--- config.mk ---
export PLATFORM = sky130hd
export DESIGN_NAME = queue_arbiter_flat
export DESIGN_NICKNAME = d
export VERILOG_FILES = /design/src/rtl/queue_arb_pkg.sv /design/src/rtl/queue_arbiter_if.sv /design/src/rtl/queue_arbiter_rr.sv /design/src/rtl/queue_arbiter.sv /design/src/flat_wrapper.sv
export SDC_FILE = /design/constraint.sdc
export NUM_CORES = 1
export LEC_CHECK = 0
export ABC_AREA = 1
export BUFFER_PORTS_ARGS = -buffer_cell sky130_fd_sc_hd__buf_4
export CAP_MARGIN = 20
export CORE_AREA = 2 2 198 200
export CTS_BUF_LIST = sky130_fd_sc_hd__clkbuf_8
export DETAILED_ROUTE_END_ITERATION = 8
export DIE_AREA = 0 0 200 202
export PLACE_DENSITY = 0.48
export SYNTH_ARGS = -nofsm -noshare
export SYNTH_HDL_FRONTEND = slang
export SYNTH_SLANG_ARGS = --single-unit
export TNS_END_PERCENT = 30
--- constraint.sdc ---
create_clock -name clk -period 5.3 [get_ports clk]
set_clock_uncertainty 0.05 [all_clocks]
set_input_delay 0.795 -clock clk [delete_from_list [all_inputs] [get_ports clk]]
set_output_delay 0.795 -clock clk [all_outputs]
set_load 0.02 [all_outputs]
--- src/rtl/queue_arb_pkg.sv ---
// Shared types for the queue arbiter: request ops, queue op-flag encodings,
// response status codes and the arbiter FSM states.
package queue_arb_pkg;

    typedef enum logic [1:0] {
        OP_PUSH   = 2'b00,
        OP_POP    = 2'b01,
        OP_REMOVE = 2'b10,
        OP_MODIFY = 2'b11
    } req_op_e;

    localparam logic [2:0] QF_IDLE   = 3'b000;
    localparam logic [2:0] QF_PUSH   = 3'b100;
    localparam logic [2:0] QF_POP    = 3'b101;
    localparam logic [2:0] QF_REMOVE = 3'b110;
    localparam logic [2:0] QF_MODIFY = 3'b111;

    typedef enum logic [1:0] {
        ST_OK   = 2'b00,
        ST_REG  = 2'b01,
        ST_REM  = 2'b10,
        ST_TIME = 2'b11
    } rsp_status_e;

    typedef enum logic {
        S_ARB    = 1'b0,
        S_POPCHK = 1'b1
    } state_e;

    // Queue flag is the request op with the "active" bit on top.
    function automatic logic [2:0] op_flag(req_op_e op);
        return {1'b1, op};
    endfunction

endpackage

--- src/rtl/queue_arbiter_if.sv ---
// Bundle of requester, queue and response signals around the queue arbiter.
// slave = arbiter side, master = requesters + queue side.
interface queue_arbiter_if #(
    parameter int NUM_REQ   = 4,
    parameter int DATA_SIZE = 64,
    parameter int PTR_WIDTH = 6,
    parameter int ID_WIDTH  = 2
);
    logic [NUM_REQ-1:0]                req_valid;
    logic [NUM_REQ-1:0][1:0]           req_op;
    logic [NUM_REQ-1:0][PTR_WIDTH-1:0] req_index;
    logic [NUM_REQ-1:0][DATA_SIZE-1:0] req_data;
    logic [NUM_REQ-1:0]                req_ready;

    logic [2:0]           q_op_flag;
    logic [PTR_WIDTH-1:0] q_op_index;
    logic [DATA_SIZE-1:0] q_op_data;
    logic [DATA_SIZE-1:0] q_pop_data;
    logic                 q_error_reg;
    logic                 q_error_rem;
    logic                 q_error_time;

    logic                 rsp_valid;
    logic [ID_WIDTH-1:0]  rsp_id;
    logic [1:0]           rsp_status;
    logic [DATA_SIZE-1:0] rsp_data;

    modport slave (
        input  req_valid, req_op, req_index, req_data,
        output req_ready,
        output q_op_flag, q_op_index, q_op_data,
        input  q_pop_data, q_error_reg, q_error_rem, q_error_time,
        output rsp_valid, rsp_id, rsp_status, rsp_data
    );

    modport master (
        output req_valid, req_op, req_index, req_data,
        input  req_ready,
        input  q_op_flag, q_op_index, q_op_data,
        output q_pop_data, q_error_reg, q_error_rem, q_error_time,
        input  rsp_valid, rsp_id, rsp_status, rsp_data
    );
endinterface

--- src/rtl/queue_arbiter_rr.sv ---
// Combinational masked round-robin: lowest requester at or above rr_ptr wins,
// otherwise the lowest requester overall.
module rr_arbiter #(
    parameter int NUM_REQ  = 4,
    parameter int ID_WIDTH = 2
) (
    input  logic [NUM_REQ-1:0]  req,
    input  logic [ID_WIDTH-1:0] rr_ptr,
    output logic [NUM_REQ-1:0]  grant,
    output logic [ID_WIDTH-1:0] grant_id,
    output logic                any
);
    logic [NUM_REQ-1:0] mask;
    logic [NUM_REQ-1:0] masked;
    logic               found;

    for (genvar i = 0; i < NUM_REQ; i++) begin : g_mask
        assign mask[i] = (ID_WIDTH'(i) >= rr_ptr);
    end

    assign masked = req & mask;
    assign any    = |req;

    always_comb begin
        grant_id = '0;
        found    = 1'b0;
        for (int i = 0; i < NUM_REQ; i++) begin
            if (!found && masked[i]) begin
                grant_id = ID_WIDTH'(i);
                found    = 1'b1;
            end
        end
        for (int i = 0; i < NUM_REQ; i++) begin
            if (!found && req[i]) begin
                grant_id = ID_WIDTH'(i);
                found    = 1'b1;
            end
        end
        grant = found ? (NUM_REQ'(1) << grant_id) : '0;
    end

endmodule

--- src/rtl/queue_arbiter.sv ---
// Round-robin front end sharing one index-addressed queue between NUM_REQ
// requesters; pops rejected with error_time are re-issued up to MAX_RETRY times.
module queue_arbiter
    import queue_arb_pkg::*;
#(
    parameter int NUM_REQ   = 4,
    parameter int DATA_SIZE = 64,
    parameter int FIFO_SIZE = 64,
    parameter int PTR_WIDTH = $clog2(FIFO_SIZE),
    parameter int ID_WIDTH  = $clog2(NUM_REQ),
    parameter int MAX_RETRY = 3
) (
    input logic           clk,
    input logic           reset,
    queue_arbiter_if.slave bus
);
    localparam int RETRY_W = $clog2(MAX_RETRY + 2);
    localparam logic [RETRY_W-1:0] MAX_RETRY_C = RETRY_W'(MAX_RETRY);

    state_e               state_q, state_d;
    logic [ID_WIDTH-1:0]  rr_ptr_q, rr_ptr_d;
    logic [ID_WIDTH-1:0]  id_q, id_d;
    req_op_e              op_q, op_d;
    logic [DATA_SIZE-1:0] pop_data_q, pop_data_d;
    logic                 pend_q, pend_d;
    logic [RETRY_W-1:0]   retry_cnt_q, retry_cnt_d;

    logic [NUM_REQ-1:0]   grant;
    logic [ID_WIDTH-1:0]  grant_id;
    logic                 any_req;
    req_op_e              gop;

    rr_arbiter #(
        .NUM_REQ  (NUM_REQ),
        .ID_WIDTH (ID_WIDTH)
    ) u_rr (
        .req      (bus.req_valid),
        .rr_ptr   (rr_ptr_q),
        .grant    (grant),
        .grant_id (grant_id),
        .any      (any_req)
    );

    assign gop = req_op_e'(bus.req_op[grant_id]);

    always_comb begin
        state_d        = state_q;
        rr_ptr_d       = rr_ptr_q;
        id_d           = id_q;
        op_d           = op_q;
        pop_data_d     = pop_data_q;
        pend_d         = 1'b0;
        retry_cnt_d    = retry_cnt_q;
        bus.req_ready  = '0;
        bus.q_op_flag  = QF_IDLE;
        bus.q_op_index = '0;
        bus.q_op_data  = '0;
        bus.rsp_valid  = 1'b0;
        bus.rsp_id     = '0;
        bus.rsp_status = ST_OK;
        bus.rsp_data   = '0;

        // Outputs stay quiet during reset so an in-flight op never responds.
        if (!reset) begin
            if (state_q == S_ARB) begin
                // Response for the non-pop issued last cycle overlaps the next issue.
                if (pend_q) begin
                    bus.rsp_valid = 1'b1;
                    bus.rsp_id    = id_q;
                    if (op_q == OP_PUSH)
                        bus.rsp_status = bus.q_error_reg ? ST_REG : ST_OK;
                    else
                        bus.rsp_status = bus.q_error_rem ? ST_REM : ST_OK;
                end
                if (any_req) begin
                    bus.req_ready  = grant;
                    bus.q_op_flag  = op_flag(gop);
                    bus.q_op_index = bus.req_index[grant_id];
                    bus.q_op_data  = bus.req_data[grant_id];
                    rr_ptr_d       = grant_id + ID_WIDTH'(1);
                    id_d           = grant_id;
                    op_d           = gop;
                    pop_data_d     = bus.q_pop_data;
                    if (gop == OP_POP) state_d = S_POPCHK;
                    else               pend_d  = 1'b1;
                end
            end else begin
                if (bus.q_error_time && (retry_cnt_q < MAX_RETRY_C)) begin
                    bus.q_op_flag = QF_POP;
                    pop_data_d    = bus.q_pop_data;
                    retry_cnt_d   = retry_cnt_q + RETRY_W'(1);
                end else begin
                    bus.rsp_valid = 1'b1;
                    bus.rsp_id    = id_q;
                    retry_cnt_d   = '0;
                    state_d       = S_ARB;
                    if (bus.q_error_time) begin
                        bus.rsp_status = ST_TIME;
                    end else if (bus.q_error_reg) begin
                        bus.rsp_status = ST_REG;
                    end else begin
                        bus.rsp_status = ST_OK;
                        bus.rsp_data   = pop_data_q;
                    end
                end
            end
        end
    end

    always_ff @(posedge clk) begin
        if (reset) begin
            state_q     <= S_ARB;
            rr_ptr_q    <= '0;
            id_q        <= '0;
            op_q        <= OP_PUSH;
            pop_data_q  <= '0;
            pend_q      <= 1'b0;
            retry_cnt_q <= '0;
        end else begin
            state_q     <= state_d;
            rr_ptr_q    <= rr_ptr_d;
            id_q        <= id_d;
            op_q        <= op_d;
            pop_data_q  <= pop_data_d;
            pend_q      <= pend_d;
            retry_cnt_q <= retry_cnt_d;
        end
    end

endmodule

--- src/flat_wrapper.sv ---
// flat-port wrapper written by rule: the top's interface ports become plain ports
module queue_arbiter_flat import queue_arb_pkg::*;
#(
    parameter int NUM_REQ   = 4,
    parameter int DATA_SIZE = 64,
    parameter int FIFO_SIZE = 64,
    parameter int PTR_WIDTH = $clog2(FIFO_SIZE),
    parameter int ID_WIDTH  = $clog2(NUM_REQ),
    parameter int MAX_RETRY = 3
)
  (clk, reset, bus_req_valid, bus_req_op, bus_req_index, bus_req_data, bus_req_ready, bus_q_op_flag, bus_q_op_index, bus_q_op_data, bus_q_pop_data, bus_q_error_reg, bus_q_error_rem, bus_q_error_time, bus_rsp_valid, bus_rsp_id, bus_rsp_status, bus_rsp_data);
  queue_arbiter_if #(.NUM_REQ(NUM_REQ), .DATA_SIZE(DATA_SIZE), .PTR_WIDTH(PTR_WIDTH), .ID_WIDTH(ID_WIDTH)) bus_i ();
  input logic clk;
  input logic reset;
  input wire logic [$bits(bus_i.req_valid)-1:0] bus_req_valid;
  input wire logic [$bits(bus_i.req_op)-1:0] bus_req_op;
  input wire logic [$bits(bus_i.req_index)-1:0] bus_req_index;
  input wire logic [$bits(bus_i.req_data)-1:0] bus_req_data;
  output wire logic [$bits(bus_i.req_ready)-1:0] bus_req_ready;
  output wire logic [$bits(bus_i.q_op_flag)-1:0] bus_q_op_flag;
  output wire logic [$bits(bus_i.q_op_index)-1:0] bus_q_op_index;
  output wire logic [$bits(bus_i.q_op_data)-1:0] bus_q_op_data;
  input wire logic [$bits(bus_i.q_pop_data)-1:0] bus_q_pop_data;
  input wire logic [$bits(bus_i.q_error_reg)-1:0] bus_q_error_reg;
  input wire logic [$bits(bus_i.q_error_rem)-1:0] bus_q_error_rem;
  input wire logic [$bits(bus_i.q_error_time)-1:0] bus_q_error_time;
  output wire logic [$bits(bus_i.rsp_valid)-1:0] bus_rsp_valid;
  output wire logic [$bits(bus_i.rsp_id)-1:0] bus_rsp_id;
  output wire logic [$bits(bus_i.rsp_status)-1:0] bus_rsp_status;
  output wire logic [$bits(bus_i.rsp_data)-1:0] bus_rsp_data;
  assign bus_i.req_valid = bus_req_valid;
  assign bus_i.req_op = bus_req_op;
  assign bus_i.req_index = bus_req_index;
  assign bus_i.req_data = bus_req_data;
  assign bus_req_ready = bus_i.req_ready;
  assign bus_q_op_flag = bus_i.q_op_flag;
  assign bus_q_op_index = bus_i.q_op_index;
  assign bus_q_op_data = bus_i.q_op_data;
  assign bus_i.q_pop_data = bus_q_pop_data;
  assign bus_i.q_error_reg = bus_q_error_reg;
  assign bus_i.q_error_rem = bus_q_error_rem;
  assign bus_i.q_error_time = bus_q_error_time;
  assign bus_rsp_valid = bus_i.rsp_valid;
  assign bus_rsp_id = bus_i.rsp_id;
  assign bus_rsp_status = bus_i.rsp_status;
  assign bus_rsp_data = bus_i.rsp_data;
  queue_arbiter #(.NUM_REQ(NUM_REQ), .DATA_SIZE(DATA_SIZE), .FIFO_SIZE(FIFO_SIZE), .PTR_WIDTH(PTR_WIDTH), .ID_WIDTH(ID_WIDTH), .MAX_RETRY(MAX_RETRY)) u_core (.clk(clk), .reset(reset), .bus(bus_i));
endmodule
==> impl_results.md, run 1 <==
* Die Ht at 202 um
* Initial antenna violation count at 9
* Die area at 40,400 um^2
* Fill count at 4,340
* Post-detail-place hpwl at 27,700 um
* Clock Sinks at 75
* Commonest non-fill, non-tap cell in the layout: buf_4
* Number of synthesized flops with an enable pin at 0
* Nets at 1,793
* Hold Path Class: flop to flop
* Worst-Skew Late Latency at 0.35 ns
* Reg power frac at 20.1%
* Critical path class: primary input to output pin
* Port buffer count at 506
* Library cells used by synthesis at 28
* Synth warn at 0
* Period minus WS final at 3.89 ns
* GP Congestion at 0.968
* Post-synth net total at 1,339
* RSZ-0062 raised after global routing: false
* Critical path arrival at 3.05 ns
* CTS resizes at 0
* Ys flop type: dfxtp_1
* Antenna Nets Post-Route at 0
* Max_slew headroom at 35.6%
* Initial Utilization at 14.7%
* Switch Pwr at 1.82 mW
* CTS tree: yes
* Most frequent cells in the layout: buf_4 (523), nor2_1 (315), o21ai_0 (157)
* Ratio of cells with drive above 1 in the final layout at 39.0%
* Post-DR wirelength/cell at 17.5 um
* Power Density at 361 nW/um^2
* Cells after Synth at 973
* Final core utilization at 26.3%
* I/O pin count at 507
* Flops & latches, synth at 75
* Total GRT Usage at 15.9%
* First-pass GRT wire length at 48,500 um
* Startpoint Class: primary input
* Internal power at 1.80 mW
* Layout area overhead at 79.3%
* Setup bufs post-CTS at 0
* DR pass1 iterations at 5
* Mapped Area at 5610 um^2
* Crit share post-route at 73.5%
* Std-Cell Rows at 72
* Vias in the first global route at 8,045
* Post-DR vias/cell at 4.20
* Num CTS Buffers at 9
* Worst-path clk slew at 0.09 ns
* Largest net degree at the start of global routing at 85
* Setup TNS after final layout at 0 ns
* Max VDD drop at 0.000136 V
* Reg-to-reg slack, setup at 2.49 ns
* Sequential area share after synthesis at 26.8%
* DP Cell Count at 1,934
* Ys async rst share at 0%
* DRT Wirelength at 34,300 um
* CP required at 4.45 ns
* CP endpoint kind: output pin
* Final Setup Violations at 0
* Fmax at 257 MHz
* Layout Cells excl Fill at 1,959
* Maximum clock insertion buffer count at 2
* DR DRC count at 0
* GRT overflow at 0
* CORE AREA at 38,300 um^2
* Drt first-iter violations at 340
* Via count at 8,233
* # Max-Cap Violations at 0
* Final hold viol count at 0
* Tot Pwr at 3.63 mW
* Comb power frac at 66.7%
* Switching part of the total power at 50.3%
* Worst Hold Slack at 0.405 ns
* Status: finished, final reports clean
* Clock Power Share at 13.1%
* Worst-path fanout max at 57
* Htree depth at 3
* Clk root buf: clkbuf_8
* Cts hold-fix bufs at 0
* Die W at 200 um
* Final Max Slew Viols at 0
* Synthesized area per cell at 5.76 um^2
* Total leakage power at 4.79 nW
* Measured slew at the worst slew-check pin at 0.965 ns
## through the flow
step,setup WS [ns],cell area (um^2)
after floorplan,2.38,5610
after global placement,1.36,9830
after detailed placement,1.41,9830
after CTS,1.40,10000
after global routing,1.25,10100
final,1.41,10100
## cell families (layout without fill, tap and decap cells)
logic type | count (synthesis) | count (layout) | synth area share [%]
buffers and inverters | 171 | 630 | 13.0
AO/OA/AOI/OAI | 355 | 355 | 33.5
flip-flops | 75 | 75 | 26.8
other | 0 | 9 | 0
adder cells (fa/ha/maj) | 5 | 5 | 1.12
AND/OR/NAND/NOR | 367 | 367 | 25.6
## critical path, stage by stage
cell and delay, ns:
buf_4 0.13, nand2_2 0.09, nand4_2 0.17, inv_2 0.09
nand2_1 0.12, nand2_4 0.48, buf_4 0.43, buf_4 0.30
nor2_1 0.06, o22ai_1 0.18, buf_4 0.18
## registers in the layout, summed over array words and instances, names as in the netlist
| register | count |
|---|---|
| u_core.id_q | 2 |
| u_core.op_q | 2 |
| u_core.pend_q | 1 |
| u_core.pop_data_q | 64 |
| u_core.retry_cnt_q | 3 |
| u_core.rr_ptr_q | 2 |
| u_core.state_q | 1 |
## synth_stat cells, types with 2 or more instances
cell type,n,share of area (%)
nand2_2,4,0.45
o211ai_1,23,3.1
buf_4,7,0.94
o21ai_0,157,14
buf_1,2,0.13
dfxtp_1,75,27
nand2_1,28,1.9
inv_2,6,0.40
nor2_1,315,21
inv_1,84,5.6
nand3_1,12,1.1
ha_1,5,1.1
a21oi_1,117,10
clkbuf_1,31,2.1
buf_2,39,3.5
buf_6,2,0.40
nor2_2,2,0.22
o21ai_1,30,2.7
o22ai_1,25,2.8
## routing by layer
| metal | GRT usage [%] | part of all wire [%] |
|---|---|---|
| met1 | 17.5 | 38 |
| met2 | 28.3 | 50 |
| met3 | 4.14 | 8.8 |
| met4 | 7.20 | 3.1 |
| met5 | 0 | 0 |
## path summary, 6_finish.rpt
check | from | to | cells past startpoint
worst min-delay path | u_core.pop_data_q[28] | u_core.pop_data_q[28] | 2
worst min register to register | u_core.pop_data_q[28] | u_core.pop_data_q[28] | 2
worst max-delay path | bus_req_valid[1] | bus_q_op_data[55] | 11
worst max register to register | u_core.rr_ptr_q[0] | u_core.pop_data_q[40] | 11
## final cells by class
class                   instances  area [um^2]  share of cell area (%)
flip-flops and latches         75         1500                    14.9
multi-input cells             727         3390                    33.7
inverters                      90          339                    3.37
clock inverters                 6         70.1                   0.697
clock buffers                  10          138                    1.37
repair buffers                524         3950                    39.2
diodes                          9         22.5                   0.224
well taps                     518          648                    6.44
## power by group through the flow
stage                     registers [mW]  clock network, mW  logic (mW)
after detailed placement           0.745                  0        2.44
after floorplan                    0.733                  0        1.49
after global routing               0.744              0.522        2.66
final                              0.731              0.477        2.42
after CTS                          0.731              0.503        2.44
after global placement             0.741                  0        2.44
(Power assumes the default switching activity.)
==> run 2: changes to the inputs <==
--- a/config.mk
+++ b/config.mk
@@ -12,7 +12,7 @@
 export CTS_BUF_LIST = sky130_fd_sc_hd__clkbuf_8
 export DETAILED_ROUTE_END_ITERATION = 8
 export DIE_AREA = 0 0 200 202
-export PLACE_DENSITY = 0.48
+export PLACE_DENSITY = 0.49
 export SYNTH_ARGS = -nofsm -noshare
 export SYNTH_HDL_FRONTEND = slang
 export SYNTH_SLANG_ARGS = --single-unit
==> constraint.sdc (replaced) <==
create_clock -name clk -period 3.4 [get_ports clk]
set_clock_uncertainty 0.05 [all_clocks]
set_input_delay 0.51 -clock clk [delete_from_list [all_inputs] [get_ports clk]]
set_output_delay 0.51 -clock clk [all_outputs]
set_load 0.02 [all_outputs]
==> run 2 against run 1 <==
Core utilization is 0.47 points higher. Sequential cell count stayed put. Non-clock buffer count is 9 higher. Final cell count is 0.61% higher. First-iteration DRC count is 16% higher. Setup slack worse by 1.2 ns.
==> impl_results.md, run 2 (same netlist as run 1, synthesis figures left out) <==
* Status: finished, final reports clean
* Crit share post-route at 93.0%
* GRT overflow at 0
* Startpoint Class: flop
* Clock Sinks at 75
* Pre-CTS setup slack at 0.368 ns
* RSZ-0062 raised after global routing: false
* # Max-Cap Violations at 0
* Top Registers: u_core.pop_data_q x64, u_core.retry_cnt_q x3
* CP required at 2.84 ns
* Layout Cells excl Fill at 1,971
* Final Max Slew Viols at 0
* Largest net degree at the start of global routing at 78
* Post-DR wirelength/cell at 17.4 um
* Largest register FFs at 64
* First-pass GRT wire length at 48,600 um
* Worst Hold End: u_core.retry_cnt_q[2]
* Die Ht at 202 um
* Initial Utilization at 14.7%
* Grt peak-use layer: met2
* Reg2Reg Capture Point: u_core.pop_data_q[28]
* Max_slew headroom at 56.7%
* Worst-Skew Late Latency at 0.36 ns
* Fmax at 316 MHz
* Total leakage power at 4.87 nW
* Via count at 8,290
* Antenna Nets Post-Route at 0
* CORE AREA at 38,300 um^2
* Setup TNS after final layout at 0 ns
* Measured slew at the worst slew-check pin at 0.650 ns
* Setup WS post-layout at 0.239 ns
* Power Density at 575 nW/um^2
* Commonest non-fill, non-tap cell in the layout: buf_4
* Worst-path fanout max at 36
* GP Congestion at 0.942
* Post-DR vias/cell at 4.21
* Initial antenna violation count at 16
* Layout area overhead at 82.5%
* Reg-to-reg slack, setup at 1.12 ns
* Final Setup Violations at 0
* Maximum clock insertion buffer count at 2
* Period minus WS final at 3.16 ns
* Post-detail-place hpwl at 27,700 um
* Global Route met1 Usage at 17.1%
* Tot Pwr at 5.88 mW
* DR pass1 iterations at 4
* Total GRT Usage at 16.0%
* Critical path class: flop to output pin
* Critical R2R Launch: u_core.rr_ptr_q[1]
* Vias in the first global route at 8,231
* DR DRC count at 0
* Die area at 40,400 um^2
* Origin of the worst min-delay path: reset
* Cts hold-fix bufs at 0
* Setup bufs post-CTS at 0
* Critical path arrival at 2.60 ns
* Hold path depth at 2
* CTS resizes at 0
* Worst Reg2Reg Path Length in Cells at 11
* Drt first-iter violations at 394
* Htree depth at 3
* CTS tree: yes
* Max VDD drop at 0.000265 V
* Met2 usage at 28.9%
* CP endpoint kind: output pin
* DP Cell Count at 1,943
* Final hold viol count at 0
* Die W at 200 um
* Hold Path Class: primary input to flop
* Clk root buf: clkbuf_8
* Ratio of cells with drive above 1 in the final layout at 39.3%
* Worst Hold Slack at 0.320 ns
* Worst-path clk slew at 0.08 ns
* Grt met3 use at 4.25%
* DRT Wirelength at 34,200 um
* Most frequent cells in the layout: buf_4 (528), nor2_1 (315), o21ai_0 (157)
* Most flops, register: u_core.pop_data_q
* I/O pin count at 507
* Std-Cell Rows at 72
* Port buffer count at 506
* Nets at 1,802
* Num CTS Buffers at 9
[run 2: where the power goes]
part,switching [mW],total (mW),leakage [nW],internal [mW]
clock network,0.370,0.902,0.130,0.532
logic,2.41,3.84,4.12,1.43
registers,0.0645,1.14,0.624,1.07
total,2.84,5.88,4.87,3.04
[run 2: critical path: stages (launching register included)]
cell	delay, ns
dfxtp_1	0.38
nand2_1	0.10
nand2_2	0.08
nand4_2	0.15
inv_2	0.10
nand2_1	0.13
nand2_4	0.31
buf_12	0.24
buf_4	0.19
o21ai_0	0.14
a21oi_1	0.21
buf_4	0.17
[run 2: cell type report]
cell class,count,area [um^2]
flip-flops and latches,75,1500
diodes,12,30.0
multi-input cells,727,3390
repair buffers,533,4060
clock inverters,5,108
clock buffers,11,151
fillers,4366,28000
well taps,518,648
inverters,90,342
[run 2: worst max-delay path by stage]
stage	startpoint	to	slack, ns
3_5_place_dp	bus_req_valid[1]	bus_q_op_data[24]	0.37
2_1_floorplan	bus_req_valid[1]	bus_req_ready[1]	1.05
5_1_grt	u_core.rr_ptr_q[1]	bus_q_op_data[24]	0.06
4_1_cts	u_core.rr_ptr_q[1]	bus_q_op_data[24]	0.14
6_report	u_core.rr_ptr_q[1]	bus_q_op_data[24]	0.24
3_3_place_gp	bus_req_valid[2]	bus_q_op_flag[1]	0.43
[run 2: routing by layer]
layer / vias up / routed length (um)
li1: 4126 / -
met1: 3729 / 12800
met2: 383 / 17200
met3: 52 / 2880
met4: 0 / 1270
met5: - / 0
[run 2: per-stage QoR]
| step | utilization [%] | instance area (um^2) |
|---|---|---|
| after detailed placement | 26.0 | 9950 |
| after global routing | 26.7 | 10200 |
| after global placement | 26.0 | 9950 |
| after CTS | 26.7 | 10200 |
| final | 26.7 | 10200 |
| after floorplan | - | 5610 |
